$ cat src/rtl/spi_slave_fullduplex.sv
// Full-duplex SPI mode-0 slave, MSB first, with a one-entry transmit buffer.
// Optional macro SPI_SLV_MISO_TRISTATE_EN adds a miso_oe output for shared-miso buses.
module spi_slave_fullduplex #(
    parameter int unsigned DATA_W      = 8,
    parameter int unsigned SYNC_STAGES = 2
) (
    input  logic              clk,
    input  logic              rst,
    input  logic              sclk,
    input  logic              cs,
    input  logic              mosi,
    output logic              miso,
    input  logic [DATA_W-1:0] tx_data,
    input  logic              tx_load,
    output logic              tx_ready,
    output logic [DATA_W-1:0] rx_data,
    output logic              rx_valid,
    output logic              busy,
    output logic              underrun
`ifdef SPI_SLV_MISO_TRISTATE_EN
    ,
    output logic              miso_oe
`endif
);

    localparam int unsigned CntW = (DATA_W > 1) ? $clog2(DATA_W) : 1;

    typedef enum logic {StIdle, StActive} state_e;

    state_e                  state_q, state_d;
    logic [SYNC_STAGES-1:0]  sclk_sync_q, sclk_sync_d;
    logic [SYNC_STAGES-1:0]  cs_sync_q, cs_sync_d;
    logic [SYNC_STAGES-1:0]  mosi_sync_q, mosi_sync_d;
    logic                    sclk_prev_q, sclk_prev_d;
    logic                    cs_prev_q, cs_prev_d;
    logic                    sclk_rise_q, sclk_rise_d;
    logic                    sclk_fall_q, sclk_fall_d;
    logic                    cs_rise_q, cs_rise_d;
    logic                    cs_fall_q, cs_fall_d;
    logic [CntW-1:0]         bit_cnt_q, bit_cnt_d;
    logic                    reload_q, reload_d;
    logic [DATA_W-1:0]       rx_shift_q, rx_shift_d;
    logic [DATA_W-1:0]       rx_data_q, rx_data_d;
    logic                    rx_valid_q, rx_valid_d;
    logic [DATA_W-1:0]       tx_shift_q, tx_shift_d;
    logic [DATA_W-1:0]       buf_q, buf_d;
    logic                    buf_full_q, buf_full_d;
    logic                    underrun_q, underrun_d;

    logic sclk_s, cs_s, mosi_s;
    logic byte_load;
    logic tx_accept;

    assign sclk_s = sclk_sync_q[SYNC_STAGES-1];
    assign cs_s   = cs_sync_q[SYNC_STAGES-1];
    assign mosi_s = mosi_sync_q[SYNC_STAGES-1];

    // Synchronizers and registered edge strobes; sclk edges are masked while deselected.
    always_comb begin
        sclk_sync_d = {sclk_sync_q[SYNC_STAGES-2:0], sclk};
        cs_sync_d   = {cs_sync_q[SYNC_STAGES-2:0], cs};
        mosi_sync_d = {mosi_sync_q[SYNC_STAGES-2:0], mosi};
        sclk_prev_d = sclk_s;
        cs_prev_d   = cs_s;
        sclk_rise_d = sclk_s & ~sclk_prev_q & ~cs_s;
        sclk_fall_d = ~sclk_s & sclk_prev_q & ~cs_s;
        cs_rise_d   = cs_s & ~cs_prev_q;
        cs_fall_d   = ~cs_s & cs_prev_q;
    end

    always_comb begin
        state_d    = state_q;
        bit_cnt_d  = bit_cnt_q;
        reload_d   = reload_q;
        rx_shift_d = rx_shift_q;
        rx_data_d  = rx_data_q;
        rx_valid_d = 1'b0;
        tx_shift_d = tx_shift_q;
        byte_load  = 1'b0;

        case (state_q)
            StIdle: begin
                if (cs_fall_q) begin
                    state_d   = StActive;
                    bit_cnt_d = '0;
                    byte_load = 1'b1;
                end
            end
            StActive: begin
                if (cs_rise_q) begin
                    state_d   = StIdle;
                    bit_cnt_d = '0;
                    reload_d  = 1'b0;
                end else if (sclk_rise_q) begin
                    rx_shift_d = {rx_shift_q[DATA_W-2:0], mosi_s};
                    if (bit_cnt_q == CntW'(DATA_W - 1)) begin
                        rx_data_d  = {rx_shift_q[DATA_W-2:0], mosi_s};
                        rx_valid_d = 1'b1;
                        bit_cnt_d  = '0;
                        reload_d   = 1'b1;
                    end else begin
                        bit_cnt_d = bit_cnt_q + 1'b1;
                    end
                end else if (sclk_fall_q) begin
                    if (reload_q) begin
                        byte_load = 1'b1;
                        reload_d  = 1'b0;
                    end else begin
                        tx_shift_d = tx_shift_q << 1;
                    end
                end
            end
            default: state_d = StIdle;
        endcase

        if (byte_load) begin
            tx_shift_d = buf_full_q ? buf_q : '0;
        end
    end

    // A byte load frees the buffer in the same cycle, so a coincident write is accepted.
    always_comb begin
        tx_accept  = tx_load & (~buf_full_q | byte_load);
        buf_d      = buf_q;
        buf_full_d = buf_full_q;
        underrun_d = underrun_q;
        if (byte_load) begin
            buf_full_d = 1'b0;
        end
        if (tx_accept) begin
            buf_d      = tx_data;
            buf_full_d = 1'b1;
            underrun_d = 1'b0;
        end
        if (byte_load && !buf_full_q) begin
            underrun_d = 1'b1;
        end
    end

    always_ff @(posedge clk or negedge rst) begin
        if (!rst) begin
            state_q     <= StIdle;
            sclk_sync_q <= '1;
            cs_sync_q   <= '1;
            mosi_sync_q <= '0;
            sclk_prev_q <= 1'b1;
            cs_prev_q   <= 1'b1;
            sclk_rise_q <= 1'b0;
            sclk_fall_q <= 1'b0;
            cs_rise_q   <= 1'b0;
            cs_fall_q   <= 1'b0;
            bit_cnt_q   <= '0;
            reload_q    <= 1'b0;
            rx_shift_q  <= '0;
            rx_data_q   <= '0;
            rx_valid_q  <= 1'b0;
            tx_shift_q  <= '0;
            buf_q       <= '0;
            buf_full_q  <= 1'b0;
            underrun_q  <= 1'b0;
        end else begin
            state_q     <= state_d;
            sclk_sync_q <= sclk_sync_d;
            cs_sync_q   <= cs_sync_d;
            mosi_sync_q <= mosi_sync_d;
            sclk_prev_q <= sclk_prev_d;
            cs_prev_q   <= cs_prev_d;
            sclk_rise_q <= sclk_rise_d;
            sclk_fall_q <= sclk_fall_d;
            cs_rise_q   <= cs_rise_d;
            cs_fall_q   <= cs_fall_d;
            bit_cnt_q   <= bit_cnt_d;
            reload_q    <= reload_d;
            rx_shift_q  <= rx_shift_d;
            rx_data_q   <= rx_data_d;
            rx_valid_q  <= rx_valid_d;
            tx_shift_q  <= tx_shift_d;
            buf_q       <= buf_d;
            buf_full_q  <= buf_full_d;
            underrun_q  <= underrun_d;
        end
    end

    assign miso     = (state_q == StActive) ? tx_shift_q[DATA_W-1] : 1'b0;
    assign tx_ready = ~buf_full_q;
    assign rx_data  = rx_data_q;
    assign rx_valid = rx_valid_q;
    assign busy     = (state_q == StActive);
    assign underrun = underrun_q;
`ifdef SPI_SLV_MISO_TRISTATE_EN
    assign miso_oe  = (state_q == StActive);
`endif

endmodule

$ cat config.mk
export PLATFORM = sky130hd
export DESIGN_NAME = spi_slave_fullduplex
export DESIGN_NICKNAME = d
export VERILOG_FILES = /design/src/rtl/spi_slave_fullduplex.sv
export SDC_FILE = /design/constraint.sdc
export NUM_CORES = 1
export LEC_CHECK = 0
export BUFFER_PORTS_ARGS = -buffer_cell sky130_fd_sc_hd__buf_4
export CORE_UTILIZATION = 60
export CTS_CLUSTER_DIAMETER = 100
export DETAILED_ROUTE_END_ITERATION = 10
export GPL_TIMING_DRIVEN = 0
export PLACE_DENSITY = 0.93
export SLEW_MARGIN = 20
export SYNTH_ARGS = -nofsm -noshare
export SYNTH_HDL_FRONTEND = slang
export SYNTH_SLANG_ARGS = --single-unit
$ cat constraint.sdc
create_clock -name clk -period 3.45 [get_ports clk]
set_clock_uncertainty 0.2 [all_clocks]
set_input_delay 0.1725 -clock clk [delete_from_list [all_inputs] [get_ports clk]]
set_output_delay 0.1725 -clock clk [all_outputs]
set_load 0.005 [all_outputs]
==> impl_metrics.toml, run 1 <==
[outcome]
outcome = "completed"

[setup_path]
crit_required_ns = 3.50
max_stage_delay_ns = 0.40
crit_fanout = 9
rrSetupSlack_ns = 1.64
critPathKind = "flip-flop to flip-flop"
critPathLaunchType = "flip-flop"
path_cells = "buf_6, nand2b_1, o211ai_4, mux2_2"
arrival_ns = 1.85
critical_path.slowest_cell = "dfrtp_1"
end_kind = "flip-flop"

[power]
ir_worst_vdd_mv = 0.294
p_leak_uw = 0.00119
power_density_nw_per_um2 = 507

[sta]
timing.final.hold_violations = 0
drv_slew = 0
worst_pin_slew_ns = 0.612
rsz0062_at_grt = "false"
max_freq_mhz = 554
period_share = 0.523
relSlewSlack = 0.592
timing.final.crit_period_ns = 1.81
setup_tns_ns = 0
setup-violations-final = 0
whs_ns = 0.138

[clock_tree]
clockRootBuffer = "clkbuf_4"
cts_tree = "built"
cts_resized = 0
clock_path_buffers = 2
htree_levels = 2
clock-sinks = 51
clock_latency_ns = 0.37
post_cts_buffers = 0
cts_buffers = 5
clkSlewWorstSetupHoldPaths_ns = 0.16

[yosys]
synth_top_area_cell = "dfrtp_1"
async_flop_share = 1.00
synth-main-ff-cell = "dfrtp_1"
ys_ff_latch = 51
synth_edf_count = 0
yosys.area_share.simple = 0.111
synth_compound_area_frac = 0.0708
synth.top_cells.by_area = "dfrtp_1 (54%), mux2_2 (12%), dfstp_2 (7.5%)"
synth_fa_ha_area_frac = 0.0119
synth_top_family_by_area = "multiplexers"
synthTopCellsByCount = "dfrtp_1 (45), mux2_2 (23), nand2_1 (12), nor2b_1 (10)"
synth_fp_nets = 168
synth_area_per_cell_um2 = 13.8
synth_xor_area_frac = 0
synth.most_common_cell = "dfrtp_1"
ys_seq_area_frac = 0.611
ys_warn_count = 0
muxShareOfSynthArea = 0.166
syn_area_um2 = 2100
synth_top_area_frac = 0.536
synth.distinct_cells = 31
synthCells = 152

[routing]
via_per_inst = 5.36
vias = 1312
drtIter0Drc = 53
totalWireLength_mm = 3.73
antenna_left = 0
routedWlPerCell_um = 15.2
firstDrtPassIters = 5
remaining_drc_errors = 0

[layout]
diodes = 0
drive_gt1_frac = 0.367
num-nets-final = 214
area_growth_pct = 20.8

[global_route]
grt_max_degree = 52
grt_pass1_vias = 1258
grtUsageTotal = 0.217
grt_first_pass_wirelength_mm = 5.66
antenna_found_initial = 0
grt.overflow.total = 0

[placed_design]
gp_congestion = 0.781
hpwl_mm = 2.45
port_buffers = 26

[floorplanning]
die_w_um = 61.2
initial_core_util = 0.630
die-area_um2 = 3740
io_pins = 27
core_area_um2 = 3340
fp.dieH_um = 61.2
row_count = 21

[min_path]
hp-class = "input port to async pin"

[run]
cap_violations = 0
-- sequential cells by signal, indices dropped and copies added, names as in the netlist, 2 cells and up --
signal / cells
bit_cnt_q: 3
buf_q: 8
cs_sync_q: 2
mosi_sync_q: 2
rx_data: 8
rx_shift_q: 7
sclk_sync_q: 2
tx_shift_q: 8
-- cell usage in the layout, fill, tap and decap left out, drive strengths merged --
| master | n |
|---|---|
| a21o | 1 |
| nand4b | 1 |
| buf | 31 |
| nor3b | 3 |
| nand2 | 12 |
| nand3 | 1 |
| nor2b | 10 |
| dlygate4sd3 | 13 |
| nand3b | 1 |
| o21ai | 3 |
| and2b | 1 |
| clkbuf | 7 |
| mux2i | 9 |
| dfstp | 6 |
| o211ai | 1 |
| a21oi | 2 |
| o22ai | 9 |
| or3b | 1 |
| nor4bb | 1 |
| mux2 | 23 |
| dfrtp | 45 |
| nor2 | 1 |
| nand2b | 4 |
| clkinvlp | 1 |
| inv | 5 |
| clkinv | 1 |
| and2 | 1 |
| o31ai | 1 |
| a31oi | 1 |
| ha | 2 |
| a32oi | 1 |
-- stage by stage --
step	setup slack [ns]	instances	total power (uW)	utilization	cell area, um^2
3_5_place_dp	1.66	224	1020	0.706	2350
4_1_cts	1.65	245	1280	0.761	2540
3_3_place_gp	1.71	224	995	0.706	2350
5_1_grt	1.61	245	1350	0.761	2540
2_1_floorplan	1.79	152	932	-	2100
6_report	1.64	245	1290	0.761	2540
-- area by class of cell --
cell class	count	area [um^2]
Buffer	6	43.8
Multi-Input combinational cell	90	756
Inverter	5	18.8
Tap cell	46	57.6
Clock inverter	2	12.5
Clock buffer	6	41.3
Sequential cell	51	1280
Timing Repair Buffer	39	325
Fill cell	219	798
-- kinds of logic (layout without fill, tap and decap cells) --
family / count (synthesis) / count (layout)
muxes: 32 / 32
and+or+nand+nor: 37 / 37
adders and majority gates: 2 / 2
DFF: 51 / 51
buffers and inverters: 11 / 58
AOI/OAI and AO/OA: 19 / 19
-- final timing paths --
check                             start           end  cells past startpoint
setup reg to reg            sclk_rise_q      buf_q[2]                      4
max in group asynchronous           rst    rx_data[7]                      2
setup / recovery            sclk_rise_q      buf_q[2]                      4
hold / removal                      rst      buf_q[1]                      2
hold reg to reg            cs_sync_q[0]  cs_sync_q[1]                      0
min in group clk           cs_sync_q[0]  cs_sync_q[1]                      0
-- layer usage --
layer  vias up  wire, um  track usage
li1        623         -            -
met1       650      1550        0.264
met2        29      1980        0.362
met3        10       126       0.0546
met4         0        75        0.107
met5         -         0            0
-- power by group --
part           switching, uW  internal, uW
Combinational            114           146
Sequential              63.0           703
Clock                    181          79.0
Total                    358           928
-- timing repair --
action,CTS,global route
endpoints found under the setup margin,0,0
endpoints found under the hold margin,63,0
hold buffers,13,0
-- worst max-delay path: cells and delay by family, from the launching register on --
family | cells | cell delay (ns)
buffers and inverters | 1 | 0.14
AND/OR/NAND/NOR | 1 | 0.20
AO/OA/AOI/OAI | 1 | 0.37
multiplexers | 1 | 0.39
flip-flops | 1 | 0.40
Power figures use the tool's default switching activity.
==> run 2: changes to the inputs <==
Settings changed: CORE_UTILIZATION 60 to 56, PLACE_DENSITY 0.93 to 0.89.
Clock period 3.45 ns to 1.86 ns, I/O delays scaled along.
==> run 2 against run 1 <==
  * Register-to-register slack lost 1.6 ns
  * Wire length rose by 2.6%
  * Hold slack improved by 0.0068 ns
  * Critical path type unchanged
  * Critical endpoint is now buf_q[4]
==> impl_metrics.toml, run 2 (same netlist as run 1, synthesis figures left out) <==
[outcome]
outcome = "completed"

[setup_path]
critical_path.slowest_cell = "dfrtp_1"
critPathLaunchType = "flip-flop"
r2r-end = "buf_q[4]"
arrival_ns = 1.78
ff2ff_path_depth = 5
path_cells = "buf_4, nand4b_1, o211ai_4, buf_12, mux2_2"
crit_required_ns = 1.85
critPathKind = "flip-flop to flip-flop"
crit_fanout = 10
rr_startpoint = "busy"
max_stage_delay_ns = 0.39
end_kind = "flip-flop"
rrSetupSlack_ns = 0.07

[placed_design]
port_buffers = 26
gp_congestion = 0.787
hpwl_mm = 2.52
place_area_um2 = 2350

[routing]
remaining_drc_errors = 0
antenna_left = 0
vias = 1363
routedWlPerCell_um = 15.6
firstDrtPassIters = 4
totalWireLength_mm = 3.83
via_per_inst = 5.54
drtIter0Drc = 90

[layout]
area_growth_pct = 23.5
fillCellCount = 215
seq_area_um2 = 1280
final_common_cell = "dfrtp_1"
drive_gt1_frac = 0.370
multi_input_area_um2 = 756
final_cell_area_um2 = 2600
diodes = 0
layout_common_cells = "dfrtp_1 (45), buf_4 (27), mux2_2 (23)"
num-nets-final = 215

[clock_tree]
clock_latency_ns = 0.30
clockRootBuffer = "clkbuf_8"
clkSlewWorstSetupHoldPaths_ns = 0.09
clock_path_buffers = 2
cts_buffers = 5
cts_resized = 0
clock-sinks = 51
cts_tree = "built"
htree_levels = 2

[sta]
relSlewSlack = 0.592
timing.final.hold_violations = 0
drv_slew = 0
timing.final.crit_period_ns = 1.79
period_share = 0.965
setup_tns_ns = 0
worst_pin_slew_ns = 0.612
setup-violations-final = 0
max_freq_mhz = 557

[floorplanning]
die_w_um = 63.3
core_area_um2 = 3470
die-area_um2 = 4000
fp.dieH_um = 63.3
io_pins = 27
row_count = 21
initial_core_util = 0.606

[power]
clkPwrFrac = 0.248
internal_power_uw = 1880
ir_worst_vdd_mv = 0.786
swShare = 0.259
p_sw_uw = 659
p_comb_frac = 0.194
power_density_nw_per_um2 = 979
p_seq_frac = 0.558
p_total_uw = 2540
p_leak_uw = 0.00122

[run]
cap_violations = 0

[global_route]
grtUsageTotal = 0.213
grt_pass1_vias = 1397
grt_max_degree = 52
grt.overflow.total = 0
grt_first_pass_wirelength_mm = 6.47
antenna_found_initial = 0

[min_path]
hp-class = "input port to async pin"
[run 2: cell type report]
class / count / area share
clock buffers: 7 / 0.0333
inverters: 5 / 0.00723
plain buffers: 6 / 0.0169
clock inverters: 1 / 0.00193
flip-flops and latches: 51 / 0.494
well taps: 46 / 0.0222
repair buffers: 40 / 0.133
multi-input cells: 90 / 0.291
[run 2: worst max path at each step]
stage                      startpoint  endpoint  slack [ns]  cells past startpoint
after floorplan           sclk_rise_q  buf_q[0]        0.20                      4
after global placement    sclk_rise_q  buf_q[2]        0.11                      4
after detailed placement         busy  buf_q[3]        0.06                      4
after CTS                        busy  buf_q[3]        0.03                      4
after global routing             busy  buf_q[4]      -0.002                      5
final                            busy  buf_q[4]        0.07                      5
[run 2: layer usage]
layer	vias to the layer above	global-route usage	wire, um
li1	623	-	-
met1	687	0.259	1590
met2	43	0.368	1960
met3	10	0.0543	196
met4	0	0.0739	81
met5	-	0	0
[run 2: critical path: cells and delay by family (launching register included)]
family,cells,cell delay (ns)
buffers and inverters,2,0.33
muxes,1,0.35
AOI/OAI and AO/OA,1,0.24
and+or+nand+nor,1,0.18
DFF,1,0.39
[run 2: power groups by stage]
stage,combinational [uW],sequential (uW),clock (uW)
final,492,1420,631
after global routing,535,1450,691
after CTS,484,1420,646
after detailed placement,459,1440,0
after global placement,425,1420,0
after floorplan,329,1400,0
[run 2: stage by stage]
step                      setup slack, ns  utilization  hold slack, ns  cells
final                              0.0656        0.749           0.145    246
after detailed placement           0.0642        0.679         -0.0492    224
after CTS                          0.0317        0.743           0.159    245
after global placement              0.112        0.679         -0.0631    224
after floorplan                     0.204            -          -0.403    152
after global routing             -0.00182        0.749           0.167    246
[run 2: repair_timing]
action	4_1_cts	5_1_grt
hold endpoints to repair	57	0
buffers inserted	0	1
endpoints found under the setup margin	0	8
hold buffers	13	0
